==> src/rtl/alu_seq_stage.sv <==
// alu_seq_stage: registered N-bit ALU stage with a valid/ready handshake on
// both sides. It accepts one operation at a time. ADD, SUB, AND, OR, XOR and
// NOT finish at the acceptance edge. SLL and SRL shift one bit per clock.
//
// Ports:
//   clk        rising-edge clock
//   rst_n      asynchronous active-low reset; aborts any operation in flight
//   in_valid   request present
//   in_ready   stage can accept (IDLE only)
//   op         0 ADD, 1 SUB, 2 AND, 3 OR, 4 XOR, 5 NOT A, 6 SLL, 7 SRL
//   A, B       operands; shifts use only B[SW-1:0] as the amount
//   out_valid  result available (DONE only)
//   out_ready  downstream accepts the result
//   result     registered result
//   carry      registered carry / last bit shifted out
//   zero       registered flag, set when result == 0
module alu_seq_stage #(
    parameter int N  = 8,
    parameter int SW = $clog2(N)
) (
    input  logic         clk,
    input  logic         rst_n,
    input  logic         in_valid,
    output logic         in_ready,
    input  logic [2:0]   op,
    input  logic [N-1:0] A,
    input  logic [N-1:0] B,
    output logic         out_valid,
    input  logic         out_ready,
    output logic [N-1:0] result,
    output logic         carry,
    output logic         zero
);

    localparam logic [2:0] OP_ADD = 3'd0;
    localparam logic [2:0] OP_SUB = 3'd1;
    localparam logic [2:0] OP_AND = 3'd2;
    localparam logic [2:0] OP_OR  = 3'd3;
    localparam logic [2:0] OP_XOR = 3'd4;
    localparam logic [2:0] OP_NOT = 3'd5;
    localparam logic [2:0] OP_SLL = 3'd6;
    localparam logic [2:0] OP_SRL = 3'd7;

    typedef enum logic [1:0] {
        IDLE = 2'd0,
        BUSY = 2'd1,
        DONE = 2'd2
    } state_t;

    state_t        state, state_nxt;
    logic [SW-1:0] cnt;
    logic          shl_q;        // direction of the shift in flight
    logic [N:0]    eval;         // {carry, result} of a single-cycle op
    logic [N-1:0]  sh_next;      // result after one more shift step
    logic          sh_out;       // bit leaving the register on this step
    logic          is_shift;
    logic          accept;

    // Single-cycle ops, built from the inverter, bitwise gates and adder.
    // Subtraction is A + ~B + 1, so carry = 1 means no borrow. Shifts return
    // A unchanged with carry 0: that is the loaded value before shifting.
    function automatic logic [N:0] alu_eval(input logic [2:0]   f,
                                            input logic [N-1:0] a,
                                            input logic [N-1:0] b);
        logic [N-1:0] b_inv;
        logic [N:0]   r;
        b_inv = ~b;
        case (f)
            OP_ADD:  r = {1'b0, a} + {1'b0, b};
            OP_SUB:  r = {1'b0, a} + {1'b0, b_inv} + (N+1)'(1);
            OP_AND:  r = {1'b0, a & b};
            OP_OR:   r = {1'b0, a | b};
            OP_XOR:  r = {1'b0, a ^ b};
            OP_NOT:  r = {1'b0, ~a};
            default: r = {1'b0, a};
        endcase
        return r;
    endfunction

    assign is_shift  = (op == OP_SLL) || (op == OP_SRL);
    assign accept    = in_valid && (state == IDLE);
    assign eval      = alu_eval(op, A, B);
    assign in_ready  = (state == IDLE);
    assign out_valid = (state == DONE);

    always_comb begin
        sh_next = result;
        sh_out  = 1'b0;
        if (shl_q) begin
            sh_next = {result[N-2:0], 1'b0};
            sh_out  = result[N-1];
        end else begin
            sh_next = {1'b0, result[N-1:1]};
            sh_out  = result[0];
        end
    end

    always_comb begin
        state_nxt = state;
        case (state)
            IDLE: begin
                if (in_valid) begin
                    // A shift by zero has nothing to do and completes at once.
                    if (is_shift && (B[SW-1:0] != '0))
                        state_nxt = BUSY;
                    else
                        state_nxt = DONE;
                end
            end
            BUSY: begin
                if (cnt == SW'(1))
                    state_nxt = DONE;
            end
            DONE: begin
                if (out_ready)
                    state_nxt = IDLE;
            end
            default: state_nxt = IDLE;
        endcase
    end

    always_ff @(posedge clk or negedge rst_n) begin
        if (!rst_n) begin
            state  <= IDLE;
            cnt    <= '0;
            shl_q  <= 1'b0;
            result <= '0;
            carry  <= 1'b0;
            zero   <= 1'b0;
        end else begin
            state <= state_nxt;
            if (accept) begin
                // The result register doubles as the shift register.
                result <= eval[N-1:0];
                carry  <= eval[N];
                zero   <= (eval[N-1:0] == '0);
                shl_q  <= (op == OP_SLL);
                cnt    <= is_shift ? B[SW-1:0] : '0;
            end else if (state == BUSY) begin
                result <= sh_next;
                carry  <= sh_out;
                zero   <= (sh_next == '0);
                cnt    <= cnt - SW'(1);
            end
        end
    end

endmodule

==> config.mk <==
export PLATFORM = sky130hd
export DESIGN_NAME = alu_seq_stage
export DESIGN_NICKNAME = d
export VERILOG_FILES = /design/src/rtl/alu_seq_stage.sv
export SDC_FILE = /design/constraint.sdc
export NUM_CORES = 1
export LEC_CHECK = 0
export ABC_CLOCK_PERIOD_IN_PS = 1950
export CORE_AREA = 3 3 68 70
export DETAILED_ROUTE_END_ITERATION = 8
export DIE_AREA = 0 0 71 73
export PLACE_DENSITY = 0.79
export SYNTH_ARGS = -nofsm -noshare
export SYNTH_HDL_FRONTEND = slang
export SYNTH_SLANG_ARGS = --single-unit
==> constraint.sdc <==
create_clock -name clk -period 1.95 [get_ports clk]
set_clock_uncertainty 0.05 [all_clocks]
set_input_delay 0.39 -clock clk [delete_from_list [all_inputs] [get_ports clk]]
set_output_delay 0.39 -clock clk [all_outputs]
set_load 0.02 [all_outputs]
==> impl_summary.md <==
Worst setup path
The worst-case reg-to-reg path depth is 7. By startpoint and endpoint, the worst setup path is classified as input port to flip-flop. The startpoint of the lowest-slack register-to-register path is state[0]. The register-to-register setup slack is -0.09 ns. The maximum fanout along the worst path is 3.

The most critical setup path has its startpoint at B[0]. In this run the critical register-to-register path is captured at zero. The type of destination of the critical path is a flip-flop. The critical path data required time is 2.05 ns. The category of the worst setup path launch point is an input port.

The critical path capture point is zero. The arrival time at the worst endpoint is 2.67 ns.

Final layout
The area growth from synthesis to layout is 69.1%. The area occupied by multi-input gates is 2080 sq um. Summing all flip-flop and latch instances after layout gives 400 sq um. The library cell used most frequently in the layout, excluding fill and tap cells, is sky130_fd_sc_hd__buf_4. 0 antenna diodes ended up in the layout. In the layout the commonest cells are sky130_fd_sc_hd__buf_4 (76), sky130_fd_sc_hd__nor2_1 (19), sky130_fd_sc_hd__nand2_1 (18).

For this run, the share of the core covered by cells in the final layout is 0.928. The net count reported at finish is 439. Of the cells placed in the final design, the portion with a size suffix greater than 1 is 0.453.

The final-layout fill cell count is 132.

Floorplanning
The standard cell core area is 4030 sq um. The floorplan step defined a die boundary enclosing 5180 sq um. The die height is 73 um. The number of core rows is 23. The boundary pin count is 35. In this run the horizontal extent of the chip is 71 um. For this configuration, the core starts out at a cell density of 0.548.

Power and ir drop
In this run the power spent charging and discharging nets is 1.26 mW. The share of total power dissipated in the clock network is 0.113. Of the total power, the share spent switching nets is 0.459. The maximum resistive drop on vdd is 0.353 mV. The design draws 2.75 mW. The static leakage power is 1.61 nW.

The internal portion of the total power is 1.49 mW. The share of total power dissipated in combinational logic is 0.646. The share of power burned in registers is 0.241.

The total power density per cell area is 736 nW/um^2.

CTS
For the worst-skew pair, the clock arrives at the later sink with an insertion delay of 0.27 ns. The H-tree level count is 1. Buffers inserted during clock tree synthesis total 3.

The CTS clock-pin slew for the worst setup and hold paths is 0.07 ns. The count of hold-fix buffers inserted at cts is 0. The clock passes through at most 2 buffers. The cell sitting at the root of the clock tree is a sky130_fd_sc_hd__clkbuf_8.

TritonCTS built the clock tree. The count of clock tree sinks is 16.

GRT
For met2 alone, demand over resource in global routing was 0.585. Entering global routing, the biggest net connects 17 pins. The number of global-route vias before repair came to 2725. The fraction of met3 tracks used by global routing is 0.0427. The number of antenna violations at the first check in global routing is 0.

Summed over all layers, the global routing overflow is 0. The most used routing layer is met2. The met1 capacity usage during global routing is 0.390. The overall fraction of global-route tracks in use is 0.341.

The first global-routing pass estimated 13.9 mm of wire.

Synthesis
Counting flops with a built-in enable in the synthesized netlist gives 0. The main flop type after synthesis is sky130_fd_sc_hd__dfrtp_1. The synthesized net count is 329. The mean cell area of the mapped netlist is 7.98 sq um.

The synthesized design spends more area on one cell type than any other, namely sky130_fd_sc_hd__dfrtp_1. Of the post-synthesis cell area, the dominant cell type holds 0.181. For this run, asynchronously set or reset flops after synthesis account for 1.00. Sorting the synthesized cells by area gives the leading types as sky130_fd_sc_hd__dfrtp_1 (18%), sky130_fd_sc_hd__ha_1 (15%), sky130_fd_sc_hd__a21oi_1 (5.0%). Counting flops and latches in the post-synthesis netlist gives 16.

The netlist uses 61 different library cells. During synthesis, Yosys emitted a total of 0 warnings. The cell area after synthesis is 2210 sq um. Counting every instance in the synthesized netlist gives 277. The share of the yosys chip area belonging to registers is 0.181.

Place
Buffers placed on the I/O ports in this run total 34. At the end of routability-driven placement, the weighted congestion stood at 0.956. Once detailed placement completed, the half-perimeter wirelength came to 5.36 mm. The post-place setup slack is -1.04 ns.

Flow run
The count of maximum capacitance violations is 0.

Timing
After layout, the minimum clock period comes to 2.57 ns. Setup repair after global routing could not meet its margin everywhere. For the pin with the worst max-slew slack, the measured transition is 0.541 ns. The setup violation total in the final timing report is 10. The setup slack of the critical path after layout is -0.620 ns. Dividing the final minimum period by the clock period gives 1.32. The count of final hold-check violations is 0. The count of pins over their slew limit is 0. The worst-case headroom to the max-slew limit is 0.630.

Timing would allow up to 389 MHz. The final setup TNS is -3.11 ns.

Min path
The type of the tightest min-delay check is input port to asynchronous set/reset pin.

Detailed routing
The post-route DRC violation count is 0. The count of nets left with antenna violations once routing finished came out at 0. The routed wirelength normalized by instance count is 25.0 um. The total length of routed wires is 10.9 mm. The detailed-routing iteration count for the pre-antenna-repair pass is 5.

Using the TritonRoute via totals, the vias-per-cell ratio works out to 6.98. The via count of the routed design is 3045. The violation count after the first detailed-route iteration is 295.

Run status
The final reports fail on negative setup slack. The flow ran to the end, but the final reports show violations.
-- registers in the layout, indices dropped and copies added, names as in the netlist --
signal and count:
shl_q 1, zero 1, carry 1, state 2
cnt 3, result 8
-- what timing repair did --
action                                  4_1_cts  5_1_grt
endpoints found under the setup margin       11       11
gates resized for setup                      86       55
pin swaps                                    28       41
buffers inserted                              4       12
-- synthesized netlist by cell type, types with 3 or more instances --
cell type,number
sky130_fd_sc_hd__nand2_1,20
sky130_fd_sc_hd__ha_1,27
sky130_fd_sc_hd__a21o_1,3
sky130_fd_sc_hd__nor3b_1,3
sky130_fd_sc_hd__inv_1,23
sky130_fd_sc_hd__a21oi_1,22
sky130_fd_sc_hd__mux2_2,4
sky130_fd_sc_hd__o221ai_1,3
sky130_fd_sc_hd__mux2i_1,7
sky130_fd_sc_hd__a2111oi_0,3
sky130_fd_sc_hd__nor2b_1,10
sky130_fd_sc_hd__nand2b_1,4
sky130_fd_sc_hd__a22oi_1,3
sky130_fd_sc_hd__dfrtp_1,16
sky130_fd_sc_hd__buf_2,4
sky130_fd_sc_hd__o22ai_1,4
sky130_fd_sc_hd__nor3_1,10
sky130_fd_sc_hd__o21ai_0,18
sky130_fd_sc_hd__nor2_1,19
sky130_fd_sc_hd__xnor2_1,5
sky130_fd_sc_hd__o21bai_1,4
sky130_fd_sc_hd__clkbuf_1,9
sky130_fd_sc_hd__a221o_1,4
sky130_fd_sc_hd__or3_1,6
-- per-stage QoR --
stage / instances / hold WS [ns] / instance area, sq um
floorplan: 277 / 0.0444 / 2300
global placement: 419 / 0.454 / 3170
detailed placement: 419 / 0.460 / 3170
CTS: 427 / 0.388 / 3470
global route: 436 / 0.406 / 3740
finish: 436 / 0.380 / 3740
-- worst min path at each step --
stage	startpoint	end	slack (ns)	cells past startpoint
2_1_floorplan	rst_n	carry	0.04	0
3_3_place_gp	state[1]	state[0]	0.45	1
3_5_place_dp	state[1]	state[0]	0.46	1
4_1_cts	rst_n	state[1]	0.39	2
5_1_grt	rst_n	state[1]	0.41	2
6_report	rst_n	state[1]	0.38	2
-- area by class of cell --
| class | instances | area share |
|---|---|---|
| inverter | 24 | 0.0288 |
| multi-input combinational | 221 | 0.556 |
| timing repair buffer | 121 | 0.277 |
| tap | 50 | 0.0167 |
| clock buffer | 4 | 0.0147 |
| sequential | 16 | 0.107 |
-- worst max-delay path, stage by stage --
cell	delay (ns)
sky130_fd_sc_hd__buf_8	0.11
sky130_fd_sc_hd__ha_4	0.18
sky130_fd_sc_hd__fa_2	0.36
sky130_fd_sc_hd__a21o_1	0.18
sky130_fd_sc_hd__a21o_4	0.23
sky130_fd_sc_hd__a2111oi_4	0.38
sky130_fd_sc_hd__nor3_2	0.15
sky130_fd_sc_hd__mux2i_1	0.24
sky130_fd_sc_hd__o2111ai_2	0.18
sky130_fd_sc_hd__a31o_1	0.27
-- routing by layer --
layer | routed length [um] | up-vias
met2 | 4910 | 295
li1 | - | 1229
met3 | 1170 | 125
met5 | 0 | -
met1 | 3680 | 1396
met4 | 1140 | 0
-- kinds of logic (layout without fill, tap and decap cells) --
group,count (synthesis),in the layout,synth area share
AO/OA/AOI/OAI,90,90,0.285
buffers and inverters,40,149,0.0793
AND/OR/NAND/NOR,84,84,0.197
adder cells (fa/ha/maj),29,29,0.171
multiplexers,12,12,0.0623
XOR/XNOR,6,6,0.0238
flip-flops,16,16,0.181
-- power by group through the flow --
| stage | clock network, mW | registers [mW] | logic, mW |
|---|---|---|---|
| 6_report | 0.312 | 0.664 | 1.78 |
| 4_1_cts | 0.312 | 0.640 | 1.52 |
| 3_5_place_dp | 0 | 0.645 | 1.45 |
| 3_3_place_gp | 0 | 0.625 | 1.40 |
| 5_1_grt | 0.329 | 0.675 | 1.89 |
| 2_1_floorplan | 0 | 0.705 | 0.722 |
Note: power is estimated with default switching activity, not from simulation.
